### config.mk
export PLATFORM = sky130hd
export DESIGN_NAME = cmd_frame_tx
export DESIGN_NICKNAME = d
export VERILOG_FILES = /design/src/rtl/cmd_frame_tx.sv
export SDC_FILE = /design/constraint.sdc
export NUM_CORES = 1
export LEC_CHECK = 0
export BUFFER_PORTS_ARGS = -buffer_cell sky130_fd_sc_hd__buf_2
export CORE_MARGIN = 3
export CORE_UTILIZATION = 45
export CTS_CLUSTER_SIZE = 24
export DETAILED_ROUTE_END_ITERATION = 10
export PLACE_DENSITY = 0.71
export REMOVE_ABC_BUFFERS = 1
export SETUP_SLACK_MARGIN = 0.05
export SKIP_LAST_GASP = 1
export SLEW_MARGIN = 20
export SYNTH_ARGS = -nofsm -noshare
export SYNTH_HDL_FRONTEND = slang
export SYNTH_SLANG_ARGS = --single-unit
### constraint.sdc
create_clock -name clk -period 2.4 [get_ports clk]
set_input_delay 0.12 -clock clk [delete_from_list [all_inputs] [get_ports clk]]
set_output_delay 0.12 -clock clk [all_outputs]
set_load 0.005 [all_outputs]
### src/rtl/cmd_frame_tx.sv
// cmd_frame_tx: serializes one (opcode, key, value) command into a framed
// byte stream: SOF, opcode, key bytes (MSB first), value bytes (MSB first),
// then an XOR checksum over opcode, key and value.
//
// Handshakes: both ports use valid/ready. A transfer happens on a rising
// edge where valid and ready are both high. A source holds valid and its
// payload stable until the transfer. cmd_ready is registered and is high
// only in IDLE. tx_valid stays high from SOF through CSUM, and tx_byte
// holds stable while the sink stalls.
module cmd_frame_tx #(
  parameter int          KEY_BYTES = 2,
  parameter int          VAL_BYTES = 2,
  parameter logic [7:0]  SOF       = 8'hA5
) (
  input  logic                   clk,
  input  logic                   rst_n,
  input  logic                   cmd_valid,
  output logic                   cmd_ready,
  input  logic [7:0]             cmd_opcode,
  input  logic [KEY_BYTES*8-1:0] cmd_key,
  input  logic [VAL_BYTES*8-1:0] cmd_value,
  output logic [7:0]             tx_byte,
  output logic                   tx_valid,
  input  logic                   tx_ready,
  output logic                   busy,
  output logic [15:0]            frames_sent
);

  localparam logic [2:0] ST_IDLE = 3'd0;
  localparam logic [2:0] ST_SOF  = 3'd1;
  localparam logic [2:0] ST_OPC  = 3'd2;
  localparam logic [2:0] ST_KEY  = 3'd3;
  localparam logic [2:0] ST_VAL  = 3'd4;
  localparam logic [2:0] ST_CSUM = 3'd5;

  localparam logic [3:0] KEY_LAST = 4'(KEY_BYTES - 1);
  localparam logic [3:0] VAL_LAST = 4'(VAL_BYTES - 1);

  logic [2:0]             state;
  logic [7:0]             opc_q;
  logic [KEY_BYTES*8-1:0] key_q;
  logic [VAL_BYTES*8-1:0] val_q;
  logic [7:0]             csum_q;
  logic [3:0]             idx_q;
  logic [7:0]             key_byte;
  logic [7:0]             val_byte;
  logic                   hs;

  assign hs       = tx_valid && tx_ready;
  assign tx_valid = (state != ST_IDLE);
  assign busy     = (state != ST_IDLE);

  // Select the key and value bytes addressed by the current index.
  always_comb begin
    key_byte = 8'h00;
    val_byte = 8'h00;
    for (int i = 0; i < KEY_BYTES; i++)
      if (idx_q == 4'(i)) key_byte = key_q[i*8 +: 8];
    for (int j = 0; j < VAL_BYTES; j++)
      if (idx_q == 4'(j)) val_byte = val_q[j*8 +: 8];
  end

  // Outgoing byte follows the state; all sources are registers, so it is
  // stable for as long as the state does not advance.
  always_comb begin
    tx_byte = 8'h00;
    case (state)
      ST_SOF:  tx_byte = SOF;
      ST_OPC:  tx_byte = opc_q;
      ST_KEY:  tx_byte = key_byte;
      ST_VAL:  tx_byte = val_byte;
      ST_CSUM: tx_byte = csum_q;
      default: tx_byte = 8'h00;
    endcase
  end

  // Frame FSM: capture the command, then advance one byte per handshake.
  always_ff @(posedge clk or negedge rst_n) begin
    if (!rst_n) begin
      state       <= ST_IDLE;
      cmd_ready   <= 1'b1;
      opc_q       <= 8'h00;
      key_q       <= '0;
      val_q       <= '0;
      csum_q      <= 8'h00;
      idx_q       <= 4'd0;
      frames_sent <= 16'd0;
    end else begin
      case (state)
        ST_IDLE: begin
          if (cmd_valid && cmd_ready) begin
            opc_q     <= cmd_opcode;
            key_q     <= cmd_key;
            val_q     <= cmd_value;
            csum_q    <= 8'h00;
            cmd_ready <= 1'b0;
            state     <= ST_SOF;
          end
        end
        ST_SOF: begin
          if (hs) state <= ST_OPC;
        end
        ST_OPC: begin
          if (hs) begin
            csum_q <= csum_q ^ opc_q;
            idx_q  <= KEY_LAST;
            state  <= ST_KEY;
          end
        end
        ST_KEY: begin
          if (hs) begin
            csum_q <= csum_q ^ key_byte;
            if (idx_q == 4'd0) begin
              idx_q <= VAL_LAST;
              state <= ST_VAL;
            end else begin
              idx_q <= idx_q - 4'd1;
            end
          end
        end
        ST_VAL: begin
          if (hs) begin
            csum_q <= csum_q ^ val_byte;
            if (idx_q == 4'd0) state <= ST_CSUM;
            else               idx_q <= idx_q - 4'd1;
          end
        end
        ST_CSUM: begin
          if (hs) begin
            frames_sent <= frames_sent + 16'd1;
            cmd_ready   <= 1'b1;
            state       <= ST_IDLE;
          end
        end
        default: begin
          state     <= ST_IDLE;
          cmd_ready <= 1'b1;
        end
      endcase
    end
  end

endmodule

; ---- Word-level counts from Yosys, hierarchy flattened
; Cells that the tools add are included.
[totals]
elab_cells = 71
register_bits = 72
out_inout_bits = 27
[op_classes]
n_mux = 28
reduce_logical = 14
n_bitwise = 4
addsub = 2
eq_ne = 15
[op_table]
columns = operator, n
row1 = 2-to-1 mux 8 bit, 8
row2 = one-hot mux 8 bit (5 select lines), 1
row3 = one-hot mux 8 bit (4 select lines), 1
row4 = 2-to-1 mux 3 bit, 8
row5 = XOR 8 bit, 3
row6 = 2-to-1 mux 4 bit, 5
row7 = != test 2 bit (second input constant), 9
row8 = one-hot mux 3 bit (6 select lines), 1
row9 = adder 16 x 1 -> 16 bit (second input constant), 1
row10 = one-hot mux 4 bit (3 select lines), 1
row11 = AND reduction 5 bit, 2
row12 = AND reduction 8 bit, 1
row13 = == test 3 x 2 -> 1 bit (second input constant), 2
row14 = == test 3 bit (second input constant), 2
row15 = nonzero test 3 bit, 2
row16 = == test 4 x 1 -> 1 bit (second input constant), 1
row17 = logical NOT 4 bit, 1
row18 = AND reduction 2 bit, 2
row19 = nonzero test 4 bit, 1
row20 = OR reduction 4 bit, 1
row21 = subtractor 4 x 1 -> 4 bit (second input constant), 1
row22 = == test 3 x 1 -> 1 bit (second input constant), 1
row23 = logical NOT 3 bit, 1
row24 = one-hot mux 1 bit (3 select lines), 1
row25 = other kinds (4), 6

; ---- Longest topological paths before layout
[logic_depth]
depth_word = 6
ltp_mapped = 9

; ---- Least setup slack after synthesis
; OpenSTA, ideal clock, no wires.
[synth_timing]
path_type = register to register
startpoint = register idx_q[0]
endpoint = register csum_q[2]
path_stages_with_launch = 8
arrival_time_ns = 1.981
period_less_slack_ns = 2.059
n_path_buf = 1
required_time_ns = 2.322
path_slack_ns = 0.341
setup_time_ns = 0.078
cell_sequence = dfrtp_1 > inv_1 > ha_1 > or3b_1 > clkbuf_1 > o311a_1 > or4_1 > a21oi_1
[synth_via]
elab_chain_len = 6
elab_cells_between_ends = 11
cone_classes = eq/ne (1) / mux (7) / bitwise (2) / reduce/logical (1)
[synth_rtl]
columns = item, line
row1 = from (decl), 44  ; logic [3:0] idx_q;
row2 = from (signal assigned), 117  ; idx_q <= idx_q - 4'd1;
row3 = from (signal assigned), 125  ; else idx_q <= idx_q - 4'd1;
row4 = logical NOT 4 bit, "58, 60"
row5 = 2-to-1 mux 8 bit (on tied branches) (2 in a row), "60, 58"
row6 = XOR 8 bit (on tied branches), "123, 112"
row7 = 2-to-1 mux 8 bit (on tied branches), "122, 111"
row8 = one-hot mux 8 bit (4 select lines) (*), 89  ; case (state)
row9 = to (signal assigned), 105  ; csum_q <= csum_q ^ opc_q;
row10 = to (signal assigned), 112  ; csum_q <= csum_q ^ key_byte;
row11 = to (signal assigned), 123  ; csum_q <= csum_q ^ val_byte;
row12 = to (decl), 43  ; logic [7:0] csum_q;
; Mark *: on every way between the ends. The rest lies on a longest branch, timed or not. The select of a mux whose other input is x is not followed.
; A chain may end at the register's enable or synchronous reset.

; ---- Worst setup path in the final report
[layout_timing]
startpoint = register state[2]
endpoint = output port tx_byte[2]
[layout_via]
elab_chain_len = 2
elab_cells_between_ends = 6
cone_classes = eq/ne (5) / mux (1)
[layout_rtl]
columns = item, line
row1 = from (decl), 39  ; logic [2:0] state;
row2 = from (signal assigned), 80  ; state <= ST_IDLE;
row3 = from (signal assigned), 97  ; state <= ST_SOF;
row4 = from (signal assigned), 101  ; if (hs) state <= ST_OPC;
row5 = "== test 3 bit, or another cell as far along", 67  ; case (state)
row6 = one-hot mux 8 bit (5 select lines) (*), 67
row7 = to (decl), 22  ; output logic [7:0] tx_byte,
; Mark *: on every way between the ends. The rest lies on a longest branch, timed or not.

==> results.json <==
{
  "placed_cell_area_mm2": 0.00407,
  "fillers": 625,
  "dieArea_mm2": 0.00907,
  "utilization": 0.634,
  "worstSetupPathType": "register to primary output",
  "slew-limit-headroom": 0.685,
  "rsz0062_at_grt": "no",
  "start_util": 0.479,
  "grt_pass1_wl_um": 14200,
  "power_leakage_nw": 2.41,
  "hold_viol": 0,
  "antenna_found_initial": 0,
  "drv_cap": 0,
  "initialDrtViolationCount": 166,
  "pre_cts_slack_ns": 0.216,
  "area_delta_synth_final_pct": 32.4,
  "cp_data_required_time_ns": 2.28,
  "grt_overflow_total": 0,
  "async_reset_ff_frac": 1.00,
  "cp-start-kind": "register",
  "final_common_cell": "nand2_1",
  "synth_flop_cell": "dfrtp_1",
  "setup_violations": 0,
  "cts_tree": "built",
  "postLayoutCellArea_mm2": 0.00474,
  "core-area_mm2": 0.00749,
  "post-route-period-util": 0.921,
  "cp.arrival_ns": 2.09,
  "outcome": "completed",
  "synth-seq-cells": 72,
  "max-clock-path-buffers": 2,
  "r2r-start": "state[2]",
  "synthDominantCellAreaShare": 0.496,
  "endpoint_kind": "primary output",
  "grt_use_total": 0.198,
  "hold_end": "key_q[15]",
  "drv_slew": 0,
  "ios": 71,
  "num_rows": 31,
  "grt_max_degree": 40,
  "io_buffer_count": 70,
  "grt_pass1_vias": 3040,
  "period_minus_slack_ns": 2.21,
  "die_height_um": 95.2,
  "syn_avg_cell_area_um2": 8.82,
  "clkSinkCount": 72,
  "setup_ws_ns": 0.190,
  "cp_max_fo": 13,
  "tightest_slew_ns": 0.470,
  "wl_per_cell_um": 13.6,
  "synth.distinct_cells": 44,
  "layout.nets": 566,
  "clk_latency_ns": 0.34,
  "htreeDepth": 3,
  "vdd_ir_drop_max_uv": 300,
  "postRouteAntennaNets": 0,
  "cellPowerDensity_mw_per_mm2": 531,
  "firstDrtPassIters": 4,
  "reg2reg_to": "csum_q[2]",
  "clkTransAtPathRegs_ns": 0.08,
  "seq_area_frac_synth": 0.503,
  "synth_top_cell_by_area": "dfrtp_1",
  "ys_top_cells_by_area": "dfrtp_1 50%, nand2_1 15%, a22oi_1 4.0%, a21oi_1 3.6%, xnor2_1 2.7%",
  "synth_edf_count": 0,
  "skew_ns": 0.00912,
  "drive_gt1_frac": 0.215,
  "synthCells": 406,
  "die_x_um": 95.2,
  "synth_area_mm2": 0.00358,
  "drc": 0,
  "viasPerCell": 5.07,
  "rrSetupSlack_ns": 0.28,
  "wirelength_um": 8460,
  "n_antenna_cell": 0,
  "hold_path_class": "primary input to register",
  "ys_warn_count": 0,
  "cts_made_buffers": 9,
  "cts_root_buf": "clkbuf_8",
  "whs_path_depth": 3,
  "min_from": "cmd_key[15]",
  "dp_hpwl_um": 5780,
  "worst_r2r_path_depth": 6,
  "fmax_ghz": 0.453,
  "final_cell_mix": "147 x nand2_1, 70 x buf_2, 68 x dfrtp_1",
  "gp_congestion": 0.854,
  "vias": 3147
}
[kinds of logic after synthesis]
group	after synthesis	share of synthesized area
compound gates	71	0.130
xor+xnor	15	0.0367
fa+ha+maj	5	0.0175
buf+inv	26	0.0307
flops	72	0.503
mux	10	0.0286
simple gates	207	0.253
[cell type report]
class | instances | area [um^2] | share of cell area
Timing Repair Buffer | 122 | 866 | 0.182
Clock inverter | 7 | 125 | 0.0264
Inverter | 4 | 18.8 | 0.00396
Tap cell | 99 | 124 | 0.0261
Clock buffer | 9 | 124 | 0.0261
Sequential cell | 72 | 1810 | 0.381
Multi-Input combinational cell | 308 | 1680 | 0.354
[worst max-delay path: stages, from the launching register on]
cell and delay, ns:
dfrtp_2 0.51, nor3b_4 0.34, buf_4 0.18, a22oi_2 0.05
or3_1 0.35, a31oi_1 0.17, buf_2 0.15
[Yosys cell counts (2+ instances only)]
library cell,instances
xor2_1,4
nand2_1,147
or3_1,2
xnor2_1,11
inv_1,3
buf_2,7
nor3_1,3
or2_2,3
o21ai_0,7
nand3_1,5
dfrtp_1,71
o22a_1,7
nand2b_1,9
nand4_1,4
and2_1,2
a22oi_1,19
and3_1,3
a21oi_1,26
clkbuf_1,14
mux2i_1,8
ha_1,5
mux2_2,2
nor2_1,16
nor2b_1,3
o31ai_1,4
and4_1,3
[metal layers]
layer / vias up / track usage / routed length [um]
li1: 1588 / - / -
met1: 1452 / 0.274 / 3890
met2: 100 / 0.321 / 3990
met3: 7 / 0.0316 / 492
met4: 0 / 0.0613 / 78
met5: - / 0 / 0
[flip-flops by register name, summed over array words and instances (netlist names)]
register	cells
csum_q	8
idx_q	4
val_q	16
cmd_ready	1
state	3
key_q	16
frames_sent	16
opc_q	8
[repair_timing]
item / CTS / global route
setup buffers: 0 / 1
gates resized for setup: 2 / 4
setup endpoints to repair: 7 / 8
endpoints found under the hold margin: 54 / 0
pin swaps: 0 / 1
hold buffers: 40 / 0
[stage by stage]
stage	TNS (ns)	instances	hold slack, ns	total power, W
detailed placement	0	564	0.0959	0.00130
global placement	0	564	0.0956	0.00130
global route	0	621	0.0213	0.00261
finish	0	621	0.0200	0.00252
CTS	0	620	0.0157	0.00255
floorplan	-3.57	384	-0.176	0.00124
[report_power, final]
part           internal, W  switching (W)  total [W]
clock network     0.000702       0.000491    0.00119
registers          0.00121              0    0.00121
logic            0.0000719      0.0000443   0.000116
[worst max-delay path by stage]
stage                        start         end  slack [ns]  cells after the start
final                     state[2]  tx_byte[2]        0.19                      6
after global routing      idx_q[0]  tx_byte[5]        0.07                      7
after CTS                 state[0]  tx_byte[5]        0.11                      5
after detailed placement  state[2]   csum_q[2]        0.22                      5
after global placement    state[2]   csum_q[2]        0.29                      5
after floorplan           state[0]    key_q[0]       -0.09                      4
Note: power is estimated with default switching activity, not from simulation.
